## config.mk

```make
export PLATFORM = sky130hd
export DESIGN_NAME = alu_32bit
export DESIGN_NICKNAME = d
export VERILOG_FILES = /design/src/rtl/alu_pkg.sv /design/src/rtl/alu_1bit.sv /design/src/rtl/alu_32bit.sv
export SDC_FILE = /design/constraint.sdc
export NUM_CORES = 1
export LEC_CHECK = 0
export ABC_AREA = 1
export CORE_MARGIN = 5
export CORE_UTILIZATION = 46
export CTS_CLUSTER_SIZE = 16
export DETAILED_ROUTE_END_ITERATION = 10
export HOLD_SLACK_MARGIN = 0.12
export PLACE_DENSITY = 0.78
export RECOVER_POWER = 50
export SYNTH_ARGS = -nofsm -noshare
export SYNTH_HDL_FRONTEND = slang
export SYNTH_HIERARCHICAL = 1
export SYNTH_SLANG_ARGS = --single-unit
```

## constraint.sdc

```tcl
create_clock -name clk -period 0.8 [get_ports clk]
set_input_delay 0.12 -clock clk [delete_from_list [all_inputs] [get_ports clk]]
set_output_delay 0.12 -clock clk [all_outputs]
set_load 0.02 [all_outputs]
```

## src/rtl/alu_pkg.sv

```systemverilog
// Shared ALU control encodings for the MIPS datapath.
// Codes not listed here (011, 101) produce a zero result.
package alu_pkg;
   localparam logic [2:0] ALU_AND = 3'b000;
   localparam logic [2:0] ALU_OR  = 3'b001;
   localparam logic [2:0] ALU_ADD = 3'b010;
   localparam logic [2:0] ALU_SUB = 3'b110;
   localparam logic [2:0] ALU_SLT = 3'b111;
   localparam logic [2:0] ALU_NOR = 3'b100;
endpackage

```

## src/rtl/alu_1bit.sv

```systemverilog
// One bit of the ripple-carry ALU.
// The set output is the raw sum bit; only the MSB slice's copy feeds SLT.
module alu_1bit
   import alu_pkg::*;
(
   input  logic       a,
   input  logic       b,
   input  logic       cin,
   input  logic       binvert,
   input  logic       less,
   input  logic [2:0] op,
   output logic       res,
   output logic       cout,
   output logic       set
);

   logic bb;
   logic sum;

   assign bb   = b ^ binvert;
   assign sum  = a ^ bb ^ cin;
   assign cout = (a & bb) | (a & cin) | (bb & cin);
   assign set  = sum;

   always_comb begin
      res = 1'b0;
      case (op)
         ALU_AND: res = a & b;
         ALU_OR:  res = a | b;
         ALU_ADD: res = sum;
         ALU_SUB: res = sum;
         ALU_SLT: res = less;
         ALU_NOR: res = ~(a | b);
         default: res = 1'b0;
      endcase
   end

endmodule

```

## src/rtl/alu_32bit.sv

```systemverilog
// 32-bit MIPS ALU: ripple chain of alu_1bit slices feeding a registered
// result/zero pair, one cycle of latency, async active-low reset.
module alu_32bit
   import alu_pkg::*;
#(
   parameter int WIDTH = 32
) (
   input  logic             clk,
   input  logic             rst_n,
   output logic             zero,
   output logic [WIDTH-1:0] result,
   input  logic [WIDTH-1:0] first,
   input  logic [WIDTH-1:0] second,
   input  logic [2:0]       op
);

   logic [WIDTH-1:0] res_p0;
   logic             less_p0;

   // Carry signals live inside each generate iteration so the chain is a set
   // of distinct nets rather than one self-referencing vector.
   for (genvar i = 0; i < WIDTH; i++) begin : g_bit
      logic cin_b;
      logic cout_b;
      logic res_b;
      logic set_b;
      logic less_b;

      if (i == 0) begin : g_lsb
         assign cin_b  = op[2];
         assign less_b = less_p0;
      end else begin : g_upper
         assign cin_b  = g_bit[i-1].cout_b;
         assign less_b = 1'b0;
      end

      alu_1bit u_slice (
         .a       (first[i]),
         .b       (second[i]),
         .cin     (cin_b),
         .binvert (op[2]),
         .less    (less_b),
         .op      (op),
         .res     (res_b),
         .cout    (cout_b),
         .set     (set_b)
      );

      assign res_p0[i] = res_b;
   end

   // Signed less-than: sign of the difference corrected by overflow.
   assign less_p0 = g_bit[WIDTH-1].set_b ^
                    (g_bit[WIDTH-1].cin_b ^ g_bit[WIDTH-1].cout_b);

   // ---- p0 -> output register ----
   always_ff @(posedge clk or negedge rst_n) begin
      if (!rst_n) begin
         result <= '0;
         zero   <= 1'b1;
      end else begin
         result <= res_p0;
         zero   <= (res_p0 == '0);
      end
   end

endmodule

```

# Yosys cells after proc, flatten, opt, wreduce, memory -nomap -nowiden
# Index checks and enable logic that the tools add are counted.
[word_totals] ff_bits=33
[classes] n_bitwise=354 n_reduce_logical=3 eq_ne=5 muxes=32
[ops] op="$and 1x1->1" count=128
[ops] op="$pmux 1 s4" count=31
[ops] op="$xor 1x1->1" count=98
[ops] op="$or 1x1->1" count=96
[ops] op="$logic_not 32->1" count=1
[ops] op="$not 1->1" count=32
[ops] op="$eq 3x3->1 const B" count=3
[ops] op="$pmux 1 s5" count=1
[ops] op="$eq 3x1->1 const B" count=1
[ops] op="$eq 3x2->1 const B" count=1
[ops] op="$logic_not 3->1" count=1
[ops] op="$reduce_or 2->1" count=1

# Logic depth before layout (Yosys ltp)
[logic_depth] depth_word=101 ltp_mapped=107

# By module
# Netlist, hierarchy kept.
[by_module_without_submodules] module="alu_1bit" seq_area_each_um2=0.0 n_inst=32 cells_each=20 area_per_inst_um2=100.1
[by_module_without_submodules] module="alu_32bit" seq_area_each_um2=827.0 n_inst=1 cells_each=67 area_per_inst_um2=964.7

# Worst setup path before layout
# Ideal clock, no wire load.
[synth_timing] path_kind="input to register" from="input second[0]" to="register zero" t_arrival_ns=15.879 slack_ns=-15.146 stages=106 t_required_ns=0.733 setup_ns=0.067 path_cell_list="xnor2_1 fa_1 inv_1 inv_1 fa_1 inv_1 inv_1 fa_1 inv_1 inv_1 fa_1 inv_1 inv_1 fa_1 inv_1 inv_1 fa_1 inv_1 [70 not listed] fa_1 inv_1 inv_1 fa_1 inv_1 inv_1 fa_1 inv_1 xnor2_1 nand2_1 a21oi_1 o21ai_0 nand2_1 nor2_1 nand2_1 nor2_1 nand2_1 nor2_1"
[synth_rtl] element="from (decl)" line="alu_32bit.sv:13" rtl="input logic [WIDTH-1:0] second,"
[synth_rtl] element="$xor 1x1->1 *" line="alu_1bit.sv:20" rtl="assign bb = b ^ binvert;"
[synth_rtl] element="$and 1x1->1" line="alu_1bit.sv:22" rtl="assign cout = (a & bb) | (a & cin) | (bb & cin);"
[synth_rtl] element="$or 1x1->1" line="alu_1bit.sv:22"
[synth_rtl] element="$or 1x1->1 *" line="alu_1bit.sv:22"
[synth_rtl] element="via g_bit[0].cout_b" line="alu_32bit.sv:24" rtl="logic cout_b;"
[synth_rtl] element="$and 1x1->1" line="alu_1bit.sv:22"
[synth_rtl] element="$or 1x1->1" line="alu_1bit.sv:22"
[synth_rtl] element="$or 1x1->1 *" line="alu_1bit.sv:22"
[synth_rtl] element="via g_bit[1].cout_b" line="alu_32bit.sv:24"
[synth_rtl] element="[3 not listed]"
[synth_rtl] element="via g_bit[2].cout_b" line="alu_32bit.sv:24"
[synth_rtl] element="[3 not listed]"
[synth_rtl] element="via g_bit[3].cout_b" line="alu_32bit.sv:24"
[synth_rtl] element="[3 not listed]"
[synth_rtl] element="via g_bit[4].cout_b" line="alu_32bit.sv:24"
[synth_rtl] element="[3 not listed]"
[synth_rtl] element="via g_bit[5].cout_b" line="alu_32bit.sv:24"
[synth_rtl] element="[3 not listed]"
[synth_rtl] element="via g_bit[6].cout_b" line="alu_32bit.sv:24"
[synth_rtl] element="[3 not listed]"
[synth_rtl] element="via g_bit[7].cout_b" line="alu_32bit.sv:24"
[synth_rtl] element="[3 not listed]"
[synth_rtl] element="via g_bit[8].cout_b" line="alu_32bit.sv:24"
[synth_rtl] element="[3 not listed]"
[synth_rtl] element="via g_bit[10].cin_b" line="alu_32bit.sv:23" rtl="logic cin_b;"
[synth_rtl] element="[3 not listed]"
[synth_rtl] element="via g_bit[10].cout_b" line="alu_32bit.sv:24"
[synth_rtl] element="[3 not listed]"
[synth_rtl] element="via g_bit[11].cout_b" line="alu_32bit.sv:24"
[synth_rtl] element="[3 not listed]"
[synth_rtl] element="via g_bit[12].cout_b" line="alu_32bit.sv:24"
[synth_rtl] element="[3 not listed]"
[synth_rtl] element="via g_bit[13].cout_b" line="alu_32bit.sv:24"
[synth_rtl] element="[3 not listed]"
[synth_rtl] element="via g_bit[14].cout_b" line="alu_32bit.sv:24"
[synth_rtl] element="[3 not listed]"
[synth_rtl] element="via g_bit[15].cout_b" line="alu_32bit.sv:24"
[synth_rtl] element="[3 not listed]"
[synth_rtl] element="via g_bit[16].cout_b" line="alu_32bit.sv:24"
[synth_rtl] element="[3 not listed]"
[synth_rtl] element="via g_bit[17].cout_b" line="alu_32bit.sv:24"
[synth_rtl] element="[3 not listed]"
[synth_rtl] element="via g_bit[18].cout_b" line="alu_32bit.sv:24"
[synth_rtl] element="[3 not listed]"
[synth_rtl] element="via g_bit[19].cout_b" line="alu_32bit.sv:24"
[synth_rtl] element="[3 not listed]"
[synth_rtl] element="via g_bit[20].cout_b" line="alu_32bit.sv:24"
[synth_rtl] element="[3 not listed]"
[synth_rtl] element="via g_bit[21].cout_b" line="alu_32bit.sv:24"
[synth_rtl] element="[3 not listed]"
[synth_rtl] element="via g_bit[22].cout_b" line="alu_32bit.sv:24"
[synth_rtl] element="[3 not listed]"
[synth_rtl] element="via g_bit[23].cout_b" line="alu_32bit.sv:24"
[synth_rtl] element="[3 not listed]"
[synth_rtl] element="via g_bit[24].cout_b" line="alu_32bit.sv:24"
[synth_rtl] element="[3 not listed]"
[synth_rtl] element="via g_bit[25].cout_b" line="alu_32bit.sv:24"
[synth_rtl] element="[3 not listed]"
[synth_rtl] element="via g_bit[26].cout_b" line="alu_32bit.sv:24"
[synth_rtl] element="[3 not listed]"
[synth_rtl] element="via g_bit[27].cout_b" line="alu_32bit.sv:24"
[synth_rtl] element="[3 not listed]"
[synth_rtl] element="via g_bit[28].cout_b" line="alu_32bit.sv:24"
[synth_rtl] element="[3 not listed]"
[synth_rtl] element="via g_bit[29].cout_b" line="alu_32bit.sv:24"
[synth_rtl] element="[3 not listed]"
[synth_rtl] element="via g_bit[30].cout_b" line="alu_32bit.sv:24"
[synth_rtl] element="$xor 1x1->1 *" line="alu_1bit.sv:21" rtl="assign sum = a ^ bb ^ cin;"
[synth_rtl] element="via g_bit[31].set_b" line="alu_32bit.sv:26" rtl="logic set_b;"
[synth_rtl] element="$xor 1x1->1 *" line="alu_32bit.sv:53" rtl="assign less_p0 = g_bit[WIDTH-1].set_b ^"
[synth_rtl] element="via g_bit[0].less_b" line="alu_32bit.sv:27" rtl="logic less_b;"
[synth_rtl] element="$pmux 1 s5 *" line="alu_1bit.sv:27" rtl="case (op)"
[synth_rtl] element="via g_bit[0].res_b" line="alu_32bit.sv:25" rtl="logic res_b;"
[synth_rtl] element="$logic_not 32->1 *" line="alu_32bit.sv:63" rtl="zero <= (res_p0 == '0);"
[synth_rtl] element="to (signal assigned)" line="alu_32bit.sv:63"
[synth_rtl] element="to (decl)" line="alu_32bit.sv:10" rtl="output logic zero,"
# Mark *: on every way through the listed nets, which the timed path passes. The rest lies on a longest branch.

# Worst setup path after layout
# Same ends and word-level chain as after synthesis.

==> impl_metrics.env <==
export IMPL_run_status="complete, but fails checks"
export IMPL_violations="negative setup slack"
export IMPL_drcViolationCount=0
export IMPL_wl_per_cell_um=11.0
export IMPL_leakagePower_nw=3.55
export IMPL_cp_arrival_ns=15.39
export IMPL_fp_dieW_um=105
export IMPL_drtPass1Iterations=4
export IMPL_dieHeight_um=105
export IMPL_dpl_cell_count=1005
export IMPL_dp_hpwl_um=8860
export IMPL_grtUsageMet2=0.397
export IMPL_critPathCaptureType="flop"
export IMPL_startpoint_type="primary input"
export IMPL_slew_viol_final=0
export IMPL_worst_slew_pin_transition_ns=0.650
export IMPL_finalSetupViolCount=66
export IMPL_cp_required_ns=1.02
export IMPL_cap_violations=0
export IMPL_die_area_sq_um=11100
export IMPL_nNetsFinal=1009
export IMPL_via_per_inst=4.57
export IMPL_syn_to_final_growth_pct=50.5
export IMPL_core_sq_um=8760
export IMPL_crit_fanout=2
export IMPL_powerDensity_nw_per_um2=1230
export IMPL_num_rows=34
export IMPL_layout_common_cells="nand2_1, inv_1, inv_2, nor2_1, clkdlybuf4s50_1"
export IMPL_track_usage=0.203
export IMPL_crit_type="primary input to flop"
export IMPL_cts_root_buf="clkbuf_8"
export IMPL_yosysWarnings=6
export IMPL_use_met3=0.0302
export IMPL_instances_no_fill=1017
export IMPL_clk_path_buf_depth=2
export IMPL_use_met1=0.223
export IMPL_postLayoutCoreUtil=0.716
export IMPL_hold_class="primary input to asynchronous set/reset pin"
export IMPL_regArea_sq_um=827
export IMPL_grt_overflow=0
export IMPL_crit_top_cell="inv_2"
export IMPL_fillers=721
export IMPL_multi_input_area_sq_um=2920
export IMPL_fin_ws_ns=-14.37
export IMPL_drtAntennaViolNets=0
export IMPL_crit_slowest_cell="fa_2"
export IMPL_peakVddDrop_mv=0.647
export IMPL_layout_commonest_cell="nand2_1"
export IMPL_grt_busiest_layer="met2"
export IMPL_cts_tree="built"
export IMPL_htree_levels=2
export IMPL_initial_core_util=0.476
export IMPL_drt_wl_total_um=11200
export IMPL_cts_buffers=5
export IMPL_synth_cells=707
export IMPL_min_period_ns=15.17
export IMPL_ys_ff_latch=33
export IMPL_n_antenna_cell=0
export IMPL_cts_sinks=33
export IMPL_clk_pin_slew_ns=0.07
export IMPL_grt_pass1_wl_um=19200
export IMPL_drive_gt1_frac=0.275
export IMPL_grt_pass1_vias=4647
export IMPL_grt_max_degree=59
export IMPL_ys_types=11
export IMPL_vias=4644
export IMPL_drt_iter0_drc=89
export IMPL_max_stage_delay_ns=0.56
export IMPL_io_pins=102
export IMPL_slew_headroom=0.567
export IMPL_place_gp_congestion=0.755
export IMPL_rsz0062_at_grt="yes"
export IMPL_hold_viol=0
export IMPL_syn_avg_cell_area_sq_um=5.89
export IMPL_max_freq_mhz=65.9
export IMPL_syn_area_sq_um=4170
export IMPL_min_period_over_period=19.0
export IMPL_port_buffers=101
export IMPL_grt_antenna_before_repair=0
export IMPL_synth_seq_area_share=0.198
what timing repair did:
| item | in CTS | in global routing |
|---|---|---|
| resized for setup | 224 | 36 |
| setup endpoints to repair | 66 | 66 |
| hold buffers | 1 | 0 |
| setup buffers | 1 | 3 |
| endpoints found under the hold margin | 33 | 0 |
| pin swaps | 60 | 25 |
power by group:
part / internal [W] / switching [W]
registers: 0.00188 / 0.000114
clock network: 0.000601 / 0.000647
logic: 0.00211 / 0.00237
critical path: cells and delay by family:
| family | cells | cell delay [ns] |
|---|---|---|
| buffers and inverters | 64 | 2.99 |
| AND/OR/NAND/NOR | 7 | 0.56 |
| AO/OA/AOI/OAI | 2 | 0.14 |
| adder cells (fa/ha/maj) | 32 | 11.27 |
| XOR/XNOR | 2 | 0.26 |
metrics by stage:
step | setup TNS [ns] | hold WS (ns) | setup WS, ns | instance area [sq um] | power [W]
final | -255.69 | 0.259 | -14.37 | 6270 | 0.00771
after global routing | -268.12 | 0.271 | -15.07 | 6270 | 0.00840
after CTS | -257.02 | 0.243 | -14.41 | 6220 | 0.00757
after detailed placement | -299.08 | 0.0436 | -15.93 | 6020 | 0.00609
after global placement | -295.77 | 0.0320 | -15.70 | 6020 | 0.00590
after floorplan | -261.99 | -0.176 | -14.77 | 4380 | 0.00425
synth_stat cells:
| cell | count | area (sq um) |
|---|---|---|
| dfstp_2 | 1 | 26.3 |
| inv_1 | 192 | 721 |
| nor2_1 | 85 | 319 |
| a21oi_1 | 32 | 160 |
| dfrtp_1 | 32 | 801 |
| fa_1 | 32 | 641 |
| nand2_1 | 234 | 878 |
| nand3_1 | 32 | 160 |
| xnor2_1 | 34 | 298 |
| o21ai_0 | 32 | 160 |
| conb_1 | 1 | 3.75 |
state kept, by name, summed over array words and instances, names as in the netlist:
register / count
zero: 1
result: 32
cell families (layout without fill, tap and decap cells):
logic type	count (synthesis)	count (layout)	share of synthesized area
AOI/OAI and AO/OA	64	64	0.0769
buffers and inverters	192	364	0.173
adders and majority gates	32	32	0.154
xor gates and xnor gates	34	34	0.0715
DFF	33	33	0.198
and+or+nand+nor	351	351	0.326
other	1	31	0.000900
path summary, 6_finish.rpt:
kind	from	to	slack [ns]	depth (start not counted)
hold / removal	rst_n	result[8]	0.26	2
max in group asynchronous	rst_n	result[23]	0.06	3
min in group clk	op[0]	result[11]	0.36	4
setup / recovery	second[0]	zero	-14.37	107
layout make-up:
type / instances / share of cell area
Clock inverter: 3 / 0.00279
Multi-Input combinational cell: 512 / 0.466
Inverter: 192 / 0.115
Sequential cell: 33 / 0.132
Timing Repair Buffer: 164 / 0.252
Tap cell: 108 / 0.0215
Clock buffer: 5 / 0.0110
layer usage:
layer,vias to the layer above,wire length [um]
met5,-,0
met4,0,191
met3,16,403
met2,89,6150
met1,2125,4460
li1,2414,-
Note: power is estimated with default switching activity, not from simulation.
